--- src/rtl/diffeq_pkg.sv ---
// -----------------------------------------------------------------------------
// diffeq_pkg
// Shared definitions for the differential-equation sequencer:
//   - default word width / fractional bits of the fixed-point format
//   - multiplier result tags (which product a returning result belongs to)
//   - FSM state encodings
// -----------------------------------------------------------------------------
package diffeq_pkg;

  localparam int DEF_WIDTH = 16;
  localparam int DEF_FRAC  = 8;

  // Tags travel alongside each multiply so the sequencer knows which
  // product is coming back. Zero is left unused so a flushed pipe never
  // looks like a real tag.
  typedef logic [1:0] tag_t;
  localparam tag_t TAG_M1 = 2'd1;  // u * dx
  localparam tag_t TAG_M5 = 2'd2;  // y * dx
  localparam tag_t TAG_M3 = 2'd3;  // x * m1

  typedef logic [2:0] state_t;
  localparam state_t ST_IDLE    = 3'd0;
  localparam state_t ST_CHECK   = 3'd1;
  localparam state_t ST_ISSUE_A = 3'd2;
  localparam state_t ST_ISSUE_B = 3'd3;
  localparam state_t ST_WAIT_M1 = 3'd4;
  localparam state_t ST_WAIT_M3 = 3'd5;
  localparam state_t ST_UPDATE  = 3'd6;
  localparam state_t ST_DONE    = 3'd7;

endpackage

--- src/rtl/diffeq_mul_pipe.sv ---
// -----------------------------------------------------------------------------
// diffeq_mul_pipe
// Shared pipelined fixed-point multiplier. The full signed product is
// shifted right arithmetically by FRAC (floor) and truncated to WIDTH bits,
// then carried through MUL_LAT register stages together with its tag.
// Ports:
//   clk, reset            clock, asynchronous active-high reset
//   in_valid, a, b, tag   operand issue (signed Q-format operands)
//   out_valid, product    result MUL_LAT cycles after issue
//   out_tag               tag that was issued with the operands
// -----------------------------------------------------------------------------
module diffeq_mul_pipe
  import diffeq_pkg::*;
#(
  parameter int WIDTH   = DEF_WIDTH,
  parameter int FRAC    = DEF_FRAC,
  parameter int MUL_LAT = 2
) (
  input  logic             clk,
  input  logic             reset,
  input  logic             in_valid,
  input  logic [WIDTH-1:0] a,
  input  logic [WIDTH-1:0] b,
  input  logic [1:0]       tag,
  output logic             out_valid,
  output logic [WIDTH-1:0] product,
  output logic [1:0]       out_tag
);

  logic signed [2*WIDTH-1:0] w_full;
  logic        [WIDTH-1:0]   w_trunc;

  logic             r_vld  [MUL_LAT];
  logic [WIDTH-1:0] r_prod [MUL_LAT];
  logic [1:0]       r_tag  [MUL_LAT];

  assign w_full  = $signed(a) * $signed(b);
  // Arithmetic shift gives floor rounding; the size cast drops the high bits.
  assign w_trunc = WIDTH'(w_full >>> FRAC);

  // Pipeline stages; reset flushes every valid bit.
  always_ff @(posedge clk or posedge reset) begin
    if (reset) begin
      for (int i = 0; i < MUL_LAT; i++) begin
        r_vld[i]  <= 1'b0;
        r_prod[i] <= '0;
        r_tag[i]  <= 2'd0;
      end
    end else begin
      r_vld[0]  <= in_valid;
      r_prod[0] <= w_trunc;
      r_tag[0]  <= tag;
      for (int i = 1; i < MUL_LAT; i++) begin
        r_vld[i]  <= r_vld[i-1];
        r_prod[i] <= r_prod[i-1];
        r_tag[i]  <= r_tag[i-1];
      end
    end
  end

  assign out_valid = r_vld[MUL_LAT-1];
  assign product   = r_prod[MUL_LAT-1];
  assign out_tag   = r_tag[MUL_LAT-1];

endmodule

--- src/rtl/diffeq_sequencer.sv ---
// -----------------------------------------------------------------------------
// diffeq_sequencer
// Iterating controller for the loop
//   while (x < a) { u -= 3*x*u*dx + 3*y*dx; y += u*dx; x += dx; }
// Each iteration issues u*dx (M1), y*dx (M5) and x*m1 (M3) onto one shared
// pipelined multiplier on a fixed schedule of 2*MUL_LAT+2 cycles.
// Ports:
//   clk, reset                   clock, asynchronous active-high reset
//   start                        load operands and run (only in IDLE/DONE)
//   x_in,y_in,u_in,dx_in,a_in    initial operands, signed fixed point
//   busy                         run in progress
//   done                         one-cycle pulse on entering DONE
//   valid                        results stable (level)
//   limit_hit                    loop stopped on MAX_ITER, not on x >= a
//   x_out,y_out,u_out            current x/y/u registers
//   iter_count                   iterations completed
// -----------------------------------------------------------------------------
module diffeq_sequencer
  import diffeq_pkg::*;
#(
  parameter int WIDTH    = DEF_WIDTH,
  parameter int FRAC     = DEF_FRAC,
  parameter int MUL_LAT  = 2,
  parameter int MAX_ITER = 255
) (
  input  logic             clk,
  input  logic             reset,
  input  logic             start,
  input  logic [WIDTH-1:0] x_in,
  input  logic [WIDTH-1:0] y_in,
  input  logic [WIDTH-1:0] u_in,
  input  logic [WIDTH-1:0] dx_in,
  input  logic [WIDTH-1:0] a_in,
  output logic             busy,
  output logic             done,
  output logic             valid,
  output logic             limit_hit,
  output logic [WIDTH-1:0] x_out,
  output logic [WIDTH-1:0] y_out,
  output logic [WIDTH-1:0] u_out,
  output logic [7:0]       iter_count
);

  localparam logic [7:0] MAX_ITER_W = 8'(MAX_ITER);

  // 3*v built from a shift and an add so it stays off the multiplier.
  function automatic logic [WIDTH-1:0] times3(input logic [WIDTH-1:0] v);
    return {v[WIDTH-2:0], 1'b0} + v;
  endfunction

  state_t           r_state;
  logic [WIDTH-1:0] r_x, r_y, r_u, r_dx, r_a;
  logic [WIDTH-1:0] r_m1, r_m3, r_m5;
  logic [7:0]       r_iter;
  logic             r_busy, r_done, r_valid, r_limit;

  state_t           w_next_state;
  logic             w_mul_valid;
  logic [WIDTH-1:0] w_mul_a, w_mul_b;
  tag_t             w_mul_tag;
  logic             w_mul_out_valid;
  logic [WIDTH-1:0] w_mul_product;
  tag_t             w_mul_out_tag;

  logic             w_m1_hit, w_m3_hit, w_m5_hit;
  logic [WIDTH-1:0] w_x_new, w_y_new, w_u_new;
  logic [7:0]       w_iter_new;
  logic             w_x_lt_a, w_x_new_lt_a, w_continue;

  diffeq_mul_pipe #(
    .WIDTH   (WIDTH),
    .FRAC    (FRAC),
    .MUL_LAT (MUL_LAT)
  ) u_mul (
    .clk       (clk),
    .reset     (reset),
    .in_valid  (w_mul_valid),
    .a         (w_mul_a),
    .b         (w_mul_b),
    .tag       (w_mul_tag),
    .out_valid (w_mul_out_valid),
    .product   (w_mul_product),
    .out_tag   (w_mul_out_tag)
  );

  assign w_m1_hit = w_mul_out_valid && (w_mul_out_tag == TAG_M1);
  assign w_m3_hit = w_mul_out_valid && (w_mul_out_tag == TAG_M3);
  assign w_m5_hit = w_mul_out_valid && (w_mul_out_tag == TAG_M5);

  // Adder path; all arithmetic wraps modulo 2^WIDTH.
  assign w_x_new      = r_x + r_dx;
  assign w_y_new      = r_y + r_m1;
  assign w_u_new      = r_u - times3(r_m3) - times3(r_m5);
  assign w_iter_new   = r_iter + 8'd1;
  assign w_x_lt_a     = $signed(r_x) < $signed(r_a);
  assign w_x_new_lt_a = $signed(w_x_new) < $signed(r_a);
  assign w_continue   = w_x_new_lt_a && (w_iter_new < MAX_ITER_W);

  // Next-state decode.
  always_comb begin
    w_next_state = r_state;
    case (r_state)
      ST_IDLE, ST_DONE: begin
        if (start) w_next_state = ST_CHECK;
        else       w_next_state = r_state;
      end
      ST_CHECK: begin
        if (w_x_lt_a) w_next_state = ST_ISSUE_A;
        else          w_next_state = ST_DONE;
      end
      ST_ISSUE_A: w_next_state = ST_ISSUE_B;
      ST_ISSUE_B: w_next_state = ST_WAIT_M1;
      ST_WAIT_M1: begin
        if (w_m1_hit) w_next_state = ST_WAIT_M3;
        else          w_next_state = ST_WAIT_M1;
      end
      ST_WAIT_M3: begin
        if (w_m3_hit) w_next_state = ST_UPDATE;
        else          w_next_state = ST_WAIT_M3;
      end
      ST_UPDATE: begin
        if (w_continue) w_next_state = ST_ISSUE_A;
        else            w_next_state = ST_DONE;
      end
      default: w_next_state = ST_IDLE;
    endcase
  end

  // Multiplier issue mux. M3 needs m1, so it is forwarded straight from
  // the multiplier output in the cycle the M1 result returns.
  always_comb begin
    w_mul_valid = 1'b0;
    w_mul_a     = '0;
    w_mul_b     = '0;
    w_mul_tag   = 2'd0;
    case (r_state)
      ST_ISSUE_A: begin
        w_mul_valid = 1'b1;
        w_mul_a     = r_u;
        w_mul_b     = r_dx;
        w_mul_tag   = TAG_M1;
      end
      ST_ISSUE_B: begin
        w_mul_valid = 1'b1;
        w_mul_a     = r_y;
        w_mul_b     = r_dx;
        w_mul_tag   = TAG_M5;
      end
      ST_WAIT_M1: begin
        if (w_m1_hit) begin
          w_mul_valid = 1'b1;
          w_mul_a     = r_x;
          w_mul_b     = w_mul_product;
          w_mul_tag   = TAG_M3;
        end else begin
          w_mul_valid = 1'b0;
        end
      end
      default: w_mul_valid = 1'b0;
    endcase
  end

  // State register and status flags.
  always_ff @(posedge clk or posedge reset) begin
    if (reset) begin
      r_state <= ST_IDLE;
      r_busy  <= 1'b0;
      r_done  <= 1'b0;
      r_valid <= 1'b0;
    end else begin
      r_state <= w_next_state;
      r_busy  <= (w_next_state != ST_IDLE) && (w_next_state != ST_DONE);
      r_done  <= (w_next_state == ST_DONE) && (r_state != ST_DONE);
      // Valid holds while parked in DONE and drops once a new run starts.
      r_valid <= (w_next_state == ST_DONE);
    end
  end

  // Operand registers, product captures and iteration bookkeeping.
  always_ff @(posedge clk or posedge reset) begin
    if (reset) begin
      r_x     <= '0;
      r_y     <= '0;
      r_u     <= '0;
      r_dx    <= '0;
      r_a     <= '0;
      r_m1    <= '0;
      r_m3    <= '0;
      r_m5    <= '0;
      r_iter  <= 8'd0;
      r_limit <= 1'b0;
    end else begin
      if (w_m5_hit) r_m5 <= w_mul_product;
      if (w_m3_hit) r_m3 <= w_mul_product;
      case (r_state)
        ST_IDLE, ST_DONE: begin
          if (start) begin
            r_x     <= x_in;
            r_y     <= y_in;
            r_u     <= u_in;
            r_dx    <= dx_in;
            r_a     <= a_in;
            r_iter  <= 8'd0;
            r_limit <= 1'b0;
          end
        end
        ST_WAIT_M1: begin
          if (w_m1_hit) r_m1 <= w_mul_product;
        end
        ST_UPDATE: begin
          r_x    <= w_x_new;
          r_y    <= w_y_new;
          r_u    <= w_u_new;
          r_iter <= w_iter_new;
          if (!w_continue) r_limit <= w_x_new_lt_a;
        end
        default: r_iter <= r_iter;
      endcase
    end
  end

  assign busy       = r_busy;
  assign done       = r_done;
  assign valid      = r_valid;
  assign limit_hit  = r_limit;
  assign x_out      = r_x;
  assign y_out      = r_y;
  assign u_out      = r_u;
  assign iter_count = r_iter;

endmodule
--- config.mk ---
export PLATFORM = sky130hd
export DESIGN_NAME = diffeq_sequencer
export DESIGN_NICKNAME = d
export VERILOG_FILES = /design/src/rtl/diffeq_pkg.sv /design/src/rtl/diffeq_mul_pipe.sv /design/src/rtl/diffeq_sequencer.sv
export SDC_FILE = /design/constraint.sdc
export NUM_CORES = 1
export LEC_CHECK = 0
export ABC_AREA = 1
export CAP_MARGIN = 30
export CORE_ASPECT_RATIO = 1.25
export CORE_UTILIZATION = 30
export DETAILED_ROUTE_END_ITERATION = 10
export GPL_TIMING_DRIVEN = 0
export SLEW_MARGIN = 20
export SYNTH_ARGS = -nofsm -noshare
export SYNTH_HDL_FRONTEND = slang
export SYNTH_HIERARCHICAL = 1
export SYNTH_SLANG_ARGS = --single-unit
--- constraint.sdc ---
create_clock -name clk -period 7.6 [get_ports clk]
set_input_delay 1.14 -clock clk [delete_from_list [all_inputs] [get_ports clk]]
set_output_delay 1.14 -clock clk [all_outputs]
set_load 0.01 [all_outputs]
After elaboration in Yosys (flattened, before gate mapping) --
Index checks and enable logic that the tools add are counted.
Word-level totals: word-level logic and storage cells 86, output and inout port bits 60, flip-flop bits (word level) 181, bits of input ports 83
Operators by class: reductions and logical operators 15, equal/unequal tests 15, multipliers 1, magnitude comparators 3, multiplexer cells 25, add/subtract/negate cells 7
Operators by type and width (number):
- 16-bit one-hot mux with 2 select lines | 4
- 16-bit 2-to-1 mux | 5
- 16-bit adder | 4
- 16-bit one-hot mux with 3 select lines | 1
- 16-bit < comparator | 2
- 16-bit subtractor | 2
- 16-bit by 16-bit multiplier with 24-bit output | 1
- 3-bit one-hot mux with 7 select lines | 1
- 8-bit one-hot mux with 2 select lines | 1
- 3-bit == test, second input constant | 5
- 3-bit 2-to-1 mux | 3
- 8-bit by 1-bit adder with 8-bit output, second input constant | 1
- 8-bit < comparator, second input constant | 1
- 8-bit 2-to-1 mux | 1
- 3-bit by 2-bit == test with 1-bit output, second input constant | 2
- 1-bit logical AND | 6
- 3-bit != test, second input constant | 2
- 2-bit one-hot mux with 3 select lines | 1
- 2-bit AND reduction | 3
- 2-bit == test, second input constant | 2
- 1-bit 2-to-1 mux | 4
- 2-bit 2-to-1 mux | 2
- 2-bit != test, second input constant | 2
- 1-bit one-hot mux with 2 select lines | 2
- other kinds (7) | 8

Logic depth before layout (Yosys ltp) --
depth in word-level cells 7, mapped depth 35, depth with buffers taken out 32

Cells and area by module --
Netlist, hierarchy kept.
Modules (own cells, without submodules):
- diffeq_sequencer | sequential area each 3578.4 um^2, area an instance 10288.6 um^2, cells each 1284, instances 1
- diffeq_mul_pipe | sequential area each 950.9 um^2, area an instance 9238.9 um^2, cells each 1181, instances 1

Worst setup path before layout --
Ideal clock, no wire load.
path kind register to register, from register r_state[2], to register u_mul/r_prod[31] (netlist bit), path slack 1183 ps, period minus slack after synthesis 6417 ps, stages on the path, launching flop included 31, arrival time 6301 ps, buffers on the path 4, library setup time 116 ps, required time 7484 ps, cells stage by stage dfrtp_1 inv_2 nor3_1 nand2_1 buf_2 inv_1 buf_2 nand2_1 nand2_1 clkbuf_1 clkbuf_1 nand2_1 fa_1 inv_1 fa_1 fa_1 fa_1 fa_1 inv_1 fa_1 inv_1 ha_1 nand2_1 inv_1 nand3_1 nor4_1 nand2_1 nand3_1 inv_1 nand2_1 nand2_1
Between the ends: cells in the longest elaborated chain, start to end 4, elaborated cells between the ends (all ways) 7, those cells by class 1 x mul; 3 x eq/ne; 2 x mux; 1 x reduce/logical
RTL lines:
- from (decl) | line diffeq_sequencer.sv:51 | state_t r_state;
- from (signal assigned) | line diffeq_sequencer.sv:171 | r_state <= w_next_state;
- 3-bit by 2-bit == test with 1-bit output | line diffeq_sequencer.sv:136 | case (r_state)
- 2-bit OR reduction (no line)
- 16-bit one-hot mux with 2 select lines (*) | line diffeq_sequencer.sv:136
- net w_mul_b[3] | line diffeq_sequencer.sv:59 | logic [WIDTH-1:0] w_mul_a, w_mul_b;
- 16-bit by 16-bit multiplier with 24-bit output (*) | line diffeq_mul_pipe.sv:37 | assign w_full = $signed(a) * $signed(b);
- net u_mul.w_full[23] | line diffeq_mul_pipe.sv:30 | logic signed [2*WIDTH-1:0] w_full;
- to (signal, indexed assignment) | line diffeq_mul_pipe.sv:55 | r_prod[i] <= r_prod[i-1];
- to (decl) | line diffeq_mul_pipe.sv:34 | logic [WIDTH-1:0] r_prod [MUL_LAT];
The timed path passes the listed nets; every way through them passes the cells marked *. A chain may end at the register's enable or synchronous reset.

Worst setup path after layout --
from register r_state[2], to register u_mul/r_prod[30] (netlist bit)
Between the ends: elaborated cells between the ends (all ways) 7, those cells by class 1 x mul; 3 x eq/ne; 2 x mux; 1 x reduce/logical
RTL lines (line):
- 3-bit == test / 3-bit by 2-bit == test with 1-bit output (equally long branches) | diffeq_sequencer.sv:136
- 16-bit one-hot mux with 3 select lines (*) | diffeq_sequencer.sv:136
- net w_mul_a[8] | diffeq_sequencer.sv:59
- 16-bit by 16-bit multiplier with 24-bit output (*) | diffeq_mul_pipe.sv:37
- net u_mul.w_full[22] | diffeq_mul_pipe.sv:30
Marks and branches as above.

==> summary.txt <==
Clock tree
  – TritonCTS Buffers: 17
  – Hold buffers post-CTS: 0
  – CTS tree: built
  – Clk buf depth: 2
  – Clk slew on worst S/H paths: 80 ps
  – Clk sinks: 181
  – H-tree level count: 4
  – Worst-skew pair later-pin latency: approximately 470 ps
  – Clock Tree Root: clkbuf_16

Floorplanning
  – Die Width: 230 um
  – Die Y: 287 um
  – Core area: 64400 um2
  – Starting Density: 30.3%
  – Die footprint: between 60000 and 70000 um2
  – I/O pins: 143
  – Cell Rows: roughly 100

Detailed routing
  – Detailed-route vias per instance: between 4 and 5
  – DRT Pass-1 Iters: 5
  – Final ANT Viol Nets: 0
  – Iter 0 DRT Violations: 1085
  – DRC: 0
  – Wire per inst: 17.5 um
  – Vias: 16400
  – DRT Wirelength: 61100 um

Finish
  – Synth-to-layout area growth: 16.8%
  – Diodes inserted: 0
  – Post-layout net count: 3085
  – Final Instance Area: 22800 um2
  – Ratio of cells with drive above 1 in the final layout: 6.38%

Synth
  – Yosys top cell area share: 23.6%
  – Synthesized Nets: 2929
  – Top cells by count, synth: 698 x nand2_1, 549 x inv_1, 230 x fa_1
  – YS warnings: 6
  – Post-synthesis sequential area ratio: 23.2%
  – Predominant post-synthesis flop cell: dfrtp_1
  – Number of synthesized flops with an enable pin: 0
  – Post-Synthesis Cells: 2465
  – Synthesized area: 19500 um2
  – Ranking of synthesized cells by area: fa_1 24%, dfrtp_1 23%, nand2_1 13%
  – Seq cells post-synth: ~180
  – Average size of a mapped cell: 7.92 um2
  – Top-count cell post-synth: nand2_1
  – Cell type with the largest total area after synthesis: fa_1
  – Synth async-reset ratio: 100%
  – Cell variety after synth: 55

Worst setup path
  – CP endpoint kind: register
  – Critical setup path kind: reg2reg
  – Required time of the critical path: 7980 ps
  – Largest stage delay on the critical path: 680 ps
  – R2R Setup Slk: 330 ps
  – Worst path most repeated cell: inv_1
  – Worst Path Max Fanout: 10
  – CP max stage cell: fa_1
  – WP data arrival: 7650 ps
  – CP Launch Type: register

Power
  – Leakage: 0.0121 uW
  – Sequential power share: between 20% and 30%
  – Peak supply drop: between 0.2 and 0.25 mV
  – Clock power frac: 11.1%
  – P_sw: 4530 uW
  – Internal: 3930 uW
  – Power share of the combinational group: between 60% and 70%
  – Pwr dens: around 370 nW/um2
  – Switch share: 53.5%

GRT
  – Gr ovfl total: 0
  – Overall Global Routing Usage: 19.2%
  – Vias in the first global route: 17000
  – First-pass GRT wire length: 96800 um
  – Initial antenna violation count: 0
  – Grt met2 use: 34.2%
  – Met1 usage: 22.8%
  – Busiest layer in global routing: met2
  – Met3 Use GR: 2.46%
  – Largest net degree at the start of global routing: 93

Placement
  – Port bufs: around 140
  – Final estimated routing congestion in global placement: 0.988
  – Post-DP HPWL: 50900 um
  – Placed instance area: 22100 um2

Timing
  – Hold slack final: 351 ps
  – Min Tclk post-route: 7270 ps
  – Clock skew: ~12 ps
  – Slew Limit Fails: 0
  – Final period utilization: 95.6%
  – Hold Violations, Final: 0
  – Final setup vio count: 0
  – Worst-margin pin slew: 861 ps
  – Max-slew headroom: 42.6%
  – Fmax: 0.138 GHz

Run status
  – Status: finished clean

Hold path
  – Worst Hold Class: reg2reg

Flow run
  – Max-cap viol count: 0
## through the flow
step,utilization (%),setup slack (ps),TNS [ps],total power [uW],std cells
finish,35.4,331,0,8470,3482
global route,35.4,-17.7,-17.7,9300,3482
CTS,35.4,0.772,0,8470,3488
detailed placement,34.3,-557,-2360,7470,3459
global placement,34.2,-594,-2110,7390,3455
floorplan,-,1180,0,5500,2465
## power groups by stage
stage | sequential (uW) | combinational [uW] | clock [uW]
2_1_floorplan | 1620 | 3880 | 0
3_5_place_dp | 1730 | 5740 | 0
3_3_place_gp | 1730 | 5670 | 0
5_1_grt | 1750 | 6550 | 991
6_report | 1720 | 5810 | 943
4_1_cts | 1710 | 5800 | 954
## registers in the layout, summed over array words and instances (netlist names), 2 cells and up
signal         cells
y_out             16
r_dx              16
r_m5              16
r_m3              16
r_a               16
r_state            3
u_mul/r_prod      16
u_mul/r_tag        2
iter_count         8
x_out             16
r_m1              16
u_mul/out_tag      2
u_mul/product     16
u_out             16
## layout make-up
| class | instances | area (um2) |
|---|---|---|
| buffer | 87 | 493 |
| inverter | 556 | 2100 |
| timing repair buffer | 150 | 1510 |
| clock buffer | 17 | 425 |
| fill | 6778 | 41600 |
| tap | 848 | 1060 |
| sequential | 181 | 4530 |
| multi-input combinational | 1628 | 12500 |
| clock inverter | 15 | 210 |
## final timing paths
| path | from | to | cells after the start |
|---|---|---|---|
| min | u_mul/r_prod[22] | u_mul/product[6] | 0 |
| max | r_state[2] | u_mul/r_prod[30] | 28 |
| max reg2reg | r_state[2] | u_mul/r_prod[30] | 28 |
| min in group asynchronous | reset | u_mul/r_prod[31] | 2 |
| max in group asynchronous | reset | r_m5[5] | 3 |
| min reg2reg | u_mul/r_prod[22] | u_mul/product[6] | 0 |
## worst max-delay path, delay by kind of cell (launching register included)
family | cells | cell delay (ps)
buffers and inverters | 12 | 1670
AO/OA/AOI/OAI | 1 | 150
flip-flops | 1 | 440
XOR/XNOR | 1 | 190
AND/OR/NAND/NOR | 7 | 1010
adder cells (fa/ha/maj) | 7 | 3720
## placed cells by master (no fill, tap or decap), drive strengths merged, types with 8 or more instances in the layout
master and n:
inv 561, o221ai 21, xor2 37, ha 151, xnor2 21, nand3 79, clkbuf 57, a21oi 74
a31oi 9, buf 55, clkdlybuf4s50 142, clkinv 9, o21bai 11, o211ai 23, fa 230, nand2 705
dfrtp 181, o22ai 13, nand4 8, nor3 13, o21ai 100, nor2 95
## cells by family after synthesis
kind of cell / share of synthesized area (%)
adder cells (fa/ha/maj): 33.3
buffers and inverters: 13.3
AND/OR/NAND/NOR: 19.1
flip-flops: 23.2
XOR/XNOR: 2.60
AO/OA/AOI/OAI: 8.60
## metal layers
layer / part of all wire (%) / routed length (um)
met5: 0 / 0
met4: 4.8 / 2950
met1: 40 / 24700
met2: 50 / 30700
met3: 4.4 / 2710
## timing repair
action,in CTS,in global routing
resized for setup,25,29
pin swaps,2,1
setup buffers,4,0
endpoints found under the setup margin,9,10
Note: power is estimated with default switching activity, not from simulation.
